<file path="config.mk">
export PLATFORM = sky130hd
export DESIGN_NAME = mult_add_sequencer_flat
export DESIGN_NICKNAME = d
export VERILOG_FILES = /design/src/rtl/mult_seq_pkg.sv /design/src/rtl/mult_add_sequencer_if.sv /design/src/rtl/seq_word_adder.sv /design/src/rtl/mult_add_sequencer.sv /design/src/flat_wrapper.sv
export SDC_FILE = /design/constraint.sdc
export NUM_CORES = 1
export LEC_CHECK = 0
export ABC_AREA = 1
export ABC_CLOCK_PERIOD_IN_PS = 6300
export CAP_MARGIN = 25
export CORE_MARGIN = 2
export CORE_UTILIZATION = 50
export CTS_BUF_LIST = sky130_fd_sc_hd__clkbuf_8
export DETAILED_ROUTE_END_ITERATION = 8
export HOLD_SLACK_MARGIN = 0.02
export PLACE_DENSITY = 0.75
export SYNTH_ARGS = -nofsm -noshare
export SYNTH_HDL_FRONTEND = slang
export SYNTH_SLANG_ARGS = --single-unit
export TNS_END_PERCENT = 5
</file>
<file path="constraint.sdc">
create_clock -name clk -period 6.3 [get_ports clk]
set_clock_uncertainty 0.05 [all_clocks]
set_input_delay 1.575 -clock clk [delete_from_list [all_inputs] [get_ports clk]]
set_output_delay 1.575 -clock clk [all_outputs]
set_load 0.005 [all_outputs]
</file>
<file path="src/rtl/mult_seq_pkg.sv">
// Shared types and sizing helpers for the shift-and-add multiplier sequencer.
package mult_seq_pkg;

  typedef enum logic [1:0] {IDLE, RUN, DONE} mult_seq_state_t;

  localparam int DEF_WORD_LENGTH = 16;

  // Step counter is $clog2(W) bits; keep at least one bit for degenerate W=1.
  function automatic int step_cnt_w(input int w);
    return ($clog2(w) < 1) ? 1 : $clog2(w);
  endfunction

endpackage

</file>
<file path="src/rtl/mult_add_sequencer_if.sv">
// Operand/result handshake bundle between the operand registers and the sequencer.
interface mult_add_sequencer_if #(
  parameter int Word_Length = mult_seq_pkg::DEF_WORD_LENGTH
);
  logic                       start;
  logic [Word_Length-1:0]     Multiplicand;
  logic [Word_Length-1:0]     Multiplier;
  logic                       ready;
  logic                       busy;
  logic                       done;
  logic [2*Word_Length-1:0]   Product;

  modport master (
    output start, Multiplicand, Multiplier,
    input  ready, busy, done, Product
  );

  modport slave (
    input  start, Multiplicand, Multiplier,
    output ready, busy, done, Product
  );
endinterface

</file>
<file path="src/rtl/seq_word_adder.sv">
// Combinational wrap-around adder shared by every accumulate step of the sequencer.
module seq_word_adder #(
  parameter int Width = 32
) (
  input  logic [Width-1:0] i_a,
  input  logic [Width-1:0] i_b,
  output logic [Width-1:0] o_sum
);
  assign o_sum = i_a + i_b;
endmodule

</file>
<file path="src/rtl/mult_add_sequencer.sv">
// Shift-and-add multiplier controller: one add/shift step per clock over a shared adder.
// Optional MULT_SEQ_EARLY_TERM_EN ends RUN once the remaining multiplier bits are all zero.
module mult_add_sequencer
  import mult_seq_pkg::*;
#(
  parameter int Word_Length = DEF_WORD_LENGTH
) (
  input  logic                 clk,
  input  logic                 reset,
  mult_add_sequencer_if.slave  bus
);
  localparam int W  = Word_Length;
  localparam int CW = step_cnt_w(W);
  localparam logic [CW-1:0] LAST_STEP = CW'(W-1);

  mult_seq_state_t r_state, w_state_nxt;

  logic [2*W-1:0] r_mcand_sh, r_acc, r_product;
  logic [2*W-1:0] w_addend, w_sum;
  logic [W-1:0]   r_mplier_sh, w_mplier_nxt;
  logic [CW-1:0]  r_step_cnt;
  logic           w_accept, w_last;

  assign w_mplier_nxt = r_mplier_sh >> 1;
  assign w_addend     = r_mplier_sh[0] ? r_mcand_sh : '0;

  seq_word_adder #(.Width(2*W)) u_adder (
    .i_a   (r_acc),
    .i_b   (w_addend),
    .o_sum (w_sum)
  );

`ifdef MULT_SEQ_EARLY_TERM_EN
  // Nothing left to add once the shifted multiplier is empty.
  assign w_last = (r_step_cnt == LAST_STEP) || (w_mplier_nxt == '0);
`else
  assign w_last = (r_step_cnt == LAST_STEP);
`endif

  always_ff @(posedge clk) begin
    if (reset) r_state <= IDLE;
    else       r_state <= w_state_nxt;
  end

  always_comb begin
    w_state_nxt = r_state;
    w_accept    = 1'b0;
    case (r_state)
      IDLE: if (bus.start) begin
        w_accept    = 1'b1;
        w_state_nxt = RUN;
      end
      RUN:  if (w_last) w_state_nxt = DONE;
      DONE: w_state_nxt = IDLE;
      default: w_state_nxt = IDLE;
    endcase
  end

  always_ff @(posedge clk) begin
    if (reset) begin
      r_mcand_sh  <= '0;
      r_mplier_sh <= '0;
      r_acc       <= '0;
      r_step_cnt  <= '0;
      r_product   <= '0;
    end else if (w_accept) begin
      r_mcand_sh  <= {{W{1'b0}}, bus.Multiplicand};
      r_mplier_sh <= bus.Multiplier;
      r_acc       <= '0;
      r_step_cnt  <= '0;
    end else if (r_state == RUN) begin
      r_acc       <= w_sum;
      r_mcand_sh  <= r_mcand_sh << 1;
      r_mplier_sh <= w_mplier_nxt;
      r_step_cnt  <= r_step_cnt + CW'(1);
      // Capture the final sum on the edge into DONE so Product is valid with done.
      if (w_last) r_product <= w_sum;
    end
  end

  assign bus.ready   = (r_state == IDLE);
  assign bus.busy    = (r_state == RUN) || (r_state == DONE);
  assign bus.done    = (r_state == DONE);
  assign bus.Product = r_product;

endmodule

</file>
<file path="src/flat_wrapper.sv">
// flat-port wrapper written by rule: the top's interface ports become plain ports
module mult_add_sequencer_flat import mult_seq_pkg::*;
#(
  parameter int Word_Length = DEF_WORD_LENGTH
)
  (clk, reset, bus_start, bus_Multiplicand, bus_Multiplier, bus_ready, bus_busy, bus_done, bus_Product);
  mult_add_sequencer_if #(.Word_Length(Word_Length)) bus_i ();
  input  logic clk;
  input  logic reset;
  input wire logic [$bits(bus_i.start)-1:0] bus_start;
  input wire logic [$bits(bus_i.Multiplicand)-1:0] bus_Multiplicand;
  input wire logic [$bits(bus_i.Multiplier)-1:0] bus_Multiplier;
  output wire logic [$bits(bus_i.ready)-1:0] bus_ready;
  output wire logic [$bits(bus_i.busy)-1:0] bus_busy;
  output wire logic [$bits(bus_i.done)-1:0] bus_done;
  output wire logic [$bits(bus_i.Product)-1:0] bus_Product;
  assign bus_i.start = bus_start;
  assign bus_i.Multiplicand = bus_Multiplicand;
  assign bus_i.Multiplier = bus_Multiplier;
  assign bus_ready = bus_i.ready;
  assign bus_busy = bus_i.busy;
  assign bus_done = bus_i.done;
  assign bus_Product = bus_i.Product;
  mult_add_sequencer #(.Word_Length(Word_Length)) u_core (.clk(clk), .reset(reset), .bus(bus_i));
endmodule
</file>
* Word level (Yosys, flattened, before mapping) *
Index checks and enable logic that the tools add are counted.

word-level totals
  bits in registers = 118
  input port bits = 35
  output and inout port bits = 35
  word-level logic and storage cells = 31

operators by class
  $add $sub $neg = 2
  eq/ne operators = 5
  multiplexer cells = 10
  bitwise gates (word level) = 1
  reduce and logical (&&, ||, !) cells = 6

operator list
  operator               count
  $mux W16               4
  $add A32 B32 Y32       1
  $mux W32               1
  $add A4 B1 Y4 const B  1
  $eq A4 B4 Y1 const B   1
  $mux W2                2
  $pmux W2 S2            1
  $reduce_and A3 Y1      1
  $eq A2 B1 Y1 const B   1
  $eq A2 B2 Y1 const B   1
  $logic_not A2 Y1       1
  $mux W1                2
  $ne A2 B1 Y1 const B   1
  $ne A2 B2 Y1 const B   1
  $reduce_and A2 Y1      1
  $reduce_bool A2 Y1     1
  $reduce_or A2 Y1       1
  $logic_or A1 B1 Y1     1
  $not A1 Y1             1

* Longest topological paths before layout *
  word-level depth = 4
  mapped depth = 17
  depth with buffers taken out = 15

* By module *
Synthesis repeated with hierarchy kept, for this count alone.

unflattened totals
  cell total of the unflattened synthesis = 1255
  area, all modules = 7485.9 µm²

modules (own cells, without submodules)
  module              times used  cells each  area an instance (µm²)  sequential area each (µm²)
  mult_add_sequencer  1           764         5162.5                  2362.3
  seq_word_adder      1           491         2323.5                  0.0

* Worst setup path before layout *
OpenSTA, ideal clock, no wires.

  path type = input -> register
  start = in bus_start
  end = reg u_core.r_step_cnt[0]
  setup time = 0.078 ns
  arrival = 2.388 ns
  required time = 6.172 ns
  path slack = 3.784 ns
  stages on the path = 7
  path buffers = 2
  path through = nand2_1 > inv_2 > nor2_2 > inv_1 > buf_2 > buf_2 > nor3_1

between the ends
  longest elaborated chain between the ends = 3

ends and longest elaborated chain
  item                               RTL line                  text
  start: declaration                 flat_wrapper.sv:10        input wire logic [$bits(bus_i.start)-1:0] bus_start;
  $mux W1                            mult_add_sequencer.sv:49  IDLE: if (bus.start) begin
  $mux W1                            mult_add_sequencer.sv:48  case (r_state)
  $reduce_or A2 Y1 (no source line)  -
  end signal: assignment             mult_add_sequencer.sv:75  r_step_cnt <= r_step_cnt + CW'(1);
  end: declaration                   mult_add_sequencer.sv:21  logic [CW-1:0] r_step_cnt;

Every way passes these cells.
A chain may end at the register's enable or synchronous reset.

* Final worst setup path *
  start = in bus_start
  end = reg u_core.r_acc[24]

between the ends
  longest elaborated chain between the ends = 3

ends and longest elaborated chain
  item                               RTL line                  text
  $mux W1                            mult_add_sequencer.sv:49
  $mux W1                            mult_add_sequencer.sv:48
  $reduce_or A2 Y1 (no source line)  -
  end signal: assignment             mult_add_sequencer.sv:72  r_acc <= w_sum;
  end: declaration                   mult_add_sequencer.sv:18  logic [2*W-1:0] r_mcand_sh, r_acc, r_product;

Every way passes these cells.

==> run_summary.xml <==
<?xml version="1.0" encoding="UTF-8"?>
<metrics>
  <group name="pwr">
    <metric name="peakVddDrop" unit="uV">233</metric>
    <metric name="power.static_leakage" unit="nW">4.51</metric>
    <metric name="powerDensity" unit="nW/um^2">286</metric>
  </group>
  <group name="clocking">
    <metric name="cts.root.buffer_cell" unit="">clkbuf_8</metric>
    <metric name="cts.path.max_buffers" unit="">2</metric>
    <metric name="holdBufCountCts" unit="">0</metric>
    <metric name="clock_tree_from_tritoncts" unit="">built</metric>
    <metric name="cts.repair.resized" unit="">0</metric>
    <metric name="cts.clk_slew.worst_paths" unit="ps">70</metric>
    <metric name="cts_made_buffers" unit="">17</metric>
    <metric name="insertion_delay" unit="ps">460</metric>
    <metric name="postCtsSetupBuffers" unit="">0</metric>
    <metric name="total_clock_sinks" unit="">118</metric>
    <metric name="cts-htree-levels" unit="">4</metric>
  </group>
  <group name="grt">
    <metric name="vias_in_the_first_global_route" unit="">6406</metric>
    <metric name="grt_remaining_overflow" unit="">0</metric>
    <metric name="antenna_found_initial" unit="">0</metric>
    <metric name="grt.total_usage" unit="">0.237</metric>
    <metric name="grt_start_max_net_pins" unit="">88</metric>
    <metric name="grt_first_pass_wirelength" unit="mm">30.5</metric>
  </group>
  <group name="floorplanning">
    <metric name="floorplan.initialDensity" unit="">0.509</metric>
    <metric name="chipWidth" unit="microns">125</metric>
    <metric name="rows" unit="">44</metric>
    <metric name="io-pin-count" unit="">70</metric>
    <metric name="die_area" unit="sq um">15700</metric>
    <metric name="die_h" unit="microns">125</metric>
    <metric name="core_region_area" unit="sq um">14400</metric>
  </group>
  <group name="critical_path">
    <metric name="cpMaxStageDelayCell" unit="">clkinv_1</metric>
    <metric name="timing.critical_path.from_type" unit="">primary input</metric>
    <metric name="cp.arrival" unit="ps">4130</metric>
    <metric name="critical_path.cell_chain" unit="">clkdlybuf4s50_1 -&gt; nand2_1 -&gt; buf_4 -&gt; inv_2 -&gt; nor2_2 -&gt; clkinv_1 -&gt; buf_4 -&gt; nor2_1 -&gt; nand2_1 -&gt; inv_1</metric>
    <metric name="worstSetupEndpointType" unit="">flop</metric>
    <metric name="critPathKind" unit="">in -&gt; reg</metric>
    <metric name="worst_ep_required_time" unit="ps">6650</metric>
    <metric name="reg2reg_depth" unit="">11</metric>
    <metric name="worst-path-max-fanout" unit="">34</metric>
    <metric name="timing.critical_path.slowest_cell_delay" unit="ps">520</metric>
  </group>
  <group name="drt">
    <metric name="drt-total-wl" unit="mm">18.0</metric>
    <metric name="detail-route-antenna-nets" unit="">0</metric>
    <metric name="vias_per_cell" unit="">4.90</metric>
    <metric name="drt_first_iter_violations" unit="">466</metric>
    <metric name="drt-wirelength-per-cell" unit="microns">12.4</metric>
    <metric name="detailedRoute.firstPassIterationCount" unit="">6</metric>
    <metric name="drc_errors" unit="">0</metric>
    <metric name="dr_total_vias" unit="">7086</metric>
  </group>
  <group name="timing">
    <metric name="slew_violations" unit="">0</metric>
    <metric name="tightest_slew" unit="ps">982</metric>
    <metric name="grt_setup_unrepaired" unit="">false</metric>
    <metric name="timing.fmax" unit="MHz">264</metric>
    <metric name="period_minus_slack" unit="ps">3780</metric>
    <metric name="final_hold_vio_count" unit="">0</metric>
    <metric name="slew_headroom" unit="">0.345</metric>
    <metric name="setup_viol" unit="">0</metric>
    <metric name="totalNegativeSetupSlack" unit="ps">0</metric>
    <metric name="min_period_over_period" unit="">0.600</metric>
  </group>
  <group name="synthesis">
    <metric name="synth-warning-count" unit="">0</metric>
    <metric name="ys_async_sr_fraction" unit="">0</metric>
    <metric name="yosys_reg_bits" unit="">118</metric>
    <metric name="synth_area_per_cell" unit="sq um">6.09</metric>
    <metric name="synthesis.instances" unit="">1204</metric>
    <metric name="mappedNetlistArea" unit="sq um">7340</metric>
    <metric name="synth.lib_cells_used.distinct" unit="">33</metric>
    <metric name="synth_enable_flop_cells" unit="">0</metric>
    <metric name="postSynthNetCount" unit="">1276</metric>
    <metric name="postSynth.topFlopCell" unit="">dfxtp_1</metric>
    <metric name="synth-seq-area-share" unit="">0.322</metric>
  </group>
  <group name="place">
    <metric name="place.port_buffers" unit="">69</metric>
    <metric name="placed_instances" unit="">1416</metric>
    <metric name="place_hpwl" unit="mm">13.0</metric>
    <metric name="gp_congestion" unit="">0.971</metric>
  </group>
  <group name="flow_run">
    <metric name="max_cap_viol_count" unit="">0</metric>
  </group>
  <group name="finish">
    <metric name="finalNonFillerCells" unit="">1447</metric>
    <metric name="final_layout_size_suffix_gt1_frac" unit="">0.0451</metric>
    <metric name="n_fill_cell" unit="">1457</metric>
    <metric name="layout.nets" unit="">1323</metric>
    <metric name="flow.area_growth_from_synthesis" unit="%">15.6</metric>
    <metric name="num_antenna_cells" unit="">0</metric>
  </group>
  <group name="run_status">
    <metric name="run_status" unit="">finished, final reports clean</metric>
  </group>
  <group name="worst_hold_path">
    <metric name="worstHoldPathType" unit="">reg -&gt; reg</metric>
    <metric name="holdPathStages" unit="">2</metric>
  </group>
</metrics>
==> sequential cells by signal, summed over array words and instances (netlist names) <==
register and count:
u_core.r_state 2, u_core.r_step_cnt 4, u_core.bus.Product 32, u_core.r_acc 32, u_core.r_mplier_sh 16, u_core.r_mcand_sh 32
==> final cells by class <==
type	instances	area, sq um	area share
inverters	217	815	0.0960
clock inverters	13	159	0.0187
flip-flops and latches	118	2360	0.279
well taps	184	230	0.0271
repair buffers	73	736	0.0867
multi-input cells	824	3930	0.464
clock buffers	18	248	0.0292
==> worst max-delay path: cells and delay by family <==
family / cells / cell delay [ps]
and+or+nand+nor: 4 / 500
buffers and inverters: 6 / 2040
==> layout by cell type (no fill, tap or decap), drive strengths merged, types with 6 or more instances in the layout <==
cell type	Yosys	layout
dfxtp	118	118
o21ai	45	45
nor3	7	7
clkdlybuf4s50	0	68
a21o	6	6
nor2	154	154
clkbuf	26	18
a21oi	76	76
nand2	377	377
inv	217	219
a31oi	15	15
ha	36	36
nand3	82	82
xor2	12	12
==> metal layers <==
| layer | global-route usage | part of all wire | vias up |
|---|---|---|---|
| li1 | - | - | 3780 |
| met3 | 0.0432 | 0.051 | 26 |
| met1 | 0.336 | 0.50 | 3101 |
| met4 | 0.0876 | 0.020 | 0 |
| met5 | 0 | 0 | - |
| met2 | 0.362 | 0.43 | 179 |
==> cells by family after synthesis <==
group / Yosys count / synth area share
compound gates: 147 / 0.107
xor+xnor: 15 / 0.0179
fa+ha+maj: 37 / 0.0641
buf+inv: 262 / 0.144
flops: 118 / 0.322
simple gates: 625 / 0.346
==> path summary, 6_finish.rpt <==
| path | start | endpoint | slack, ps |
|---|---|---|---|
| worst max-delay path | bus_start | u_core.r_acc[24] | 2520 |
| worst min register to register | u_core.r_mplier_sh[15] | u_core.r_mplier_sh[15] | 410 |
| worst min-delay path | u_core.r_mplier_sh[15] | u_core.r_mplier_sh[15] | 410 |
| worst max register to register | u_core.r_state[0] | u_core.r_acc[24] | 3260 |
==> report_power, final <==
part | total (mW) | leakage [nW] | internal, mW | switching [mW]
clock | 0.724 | 0.200 | 0.397 | 0.327
combinational | 0.771 | 3.35 | 0.271 | 0.500
sequential | 0.935 | 0.959 | 0.855 | 0.0806
==> metrics by stage <==
stage	power, mW	util	worst slack [ps]	instance area, sq um	hold slack [ps]
4_1_cts	2.44	0.588	2550	8480	417
3_5_place_dp	1.72	0.560	2070	8080	407
2_1_floorplan	1.52	-	3780	7340	390
6_report	2.43	0.588	2520	8480	415
5_1_grt	2.59	0.588	2160	8480	445
3_3_place_gp	1.69	0.558	2120	8050	399
==> cell usage after synthesis (5+ instances only) <==
cell | count | area [sq um]
nor3_1 | 5 | 25.0
buf_2 | 8 | 40.0
nand2_1 | 369 | 1390
dfxtp_1 | 118 | 2360
a21o_1 | 6 | 45.0
nor2_1 | 150 | 563
ha_1 | 36 | 450
a31oi_1 | 15 | 93.8
xor2_1 | 12 | 105
clkbuf_1 | 24 | 90.1
o21ai_0 | 44 | 220
a21oi_1 | 76 | 380
nand2_2 | 8 | 50.1
inv_1 | 213 | 800
nand3_1 | 78 | 390
No activity file was read; power rests on OpenSTA's default activity.
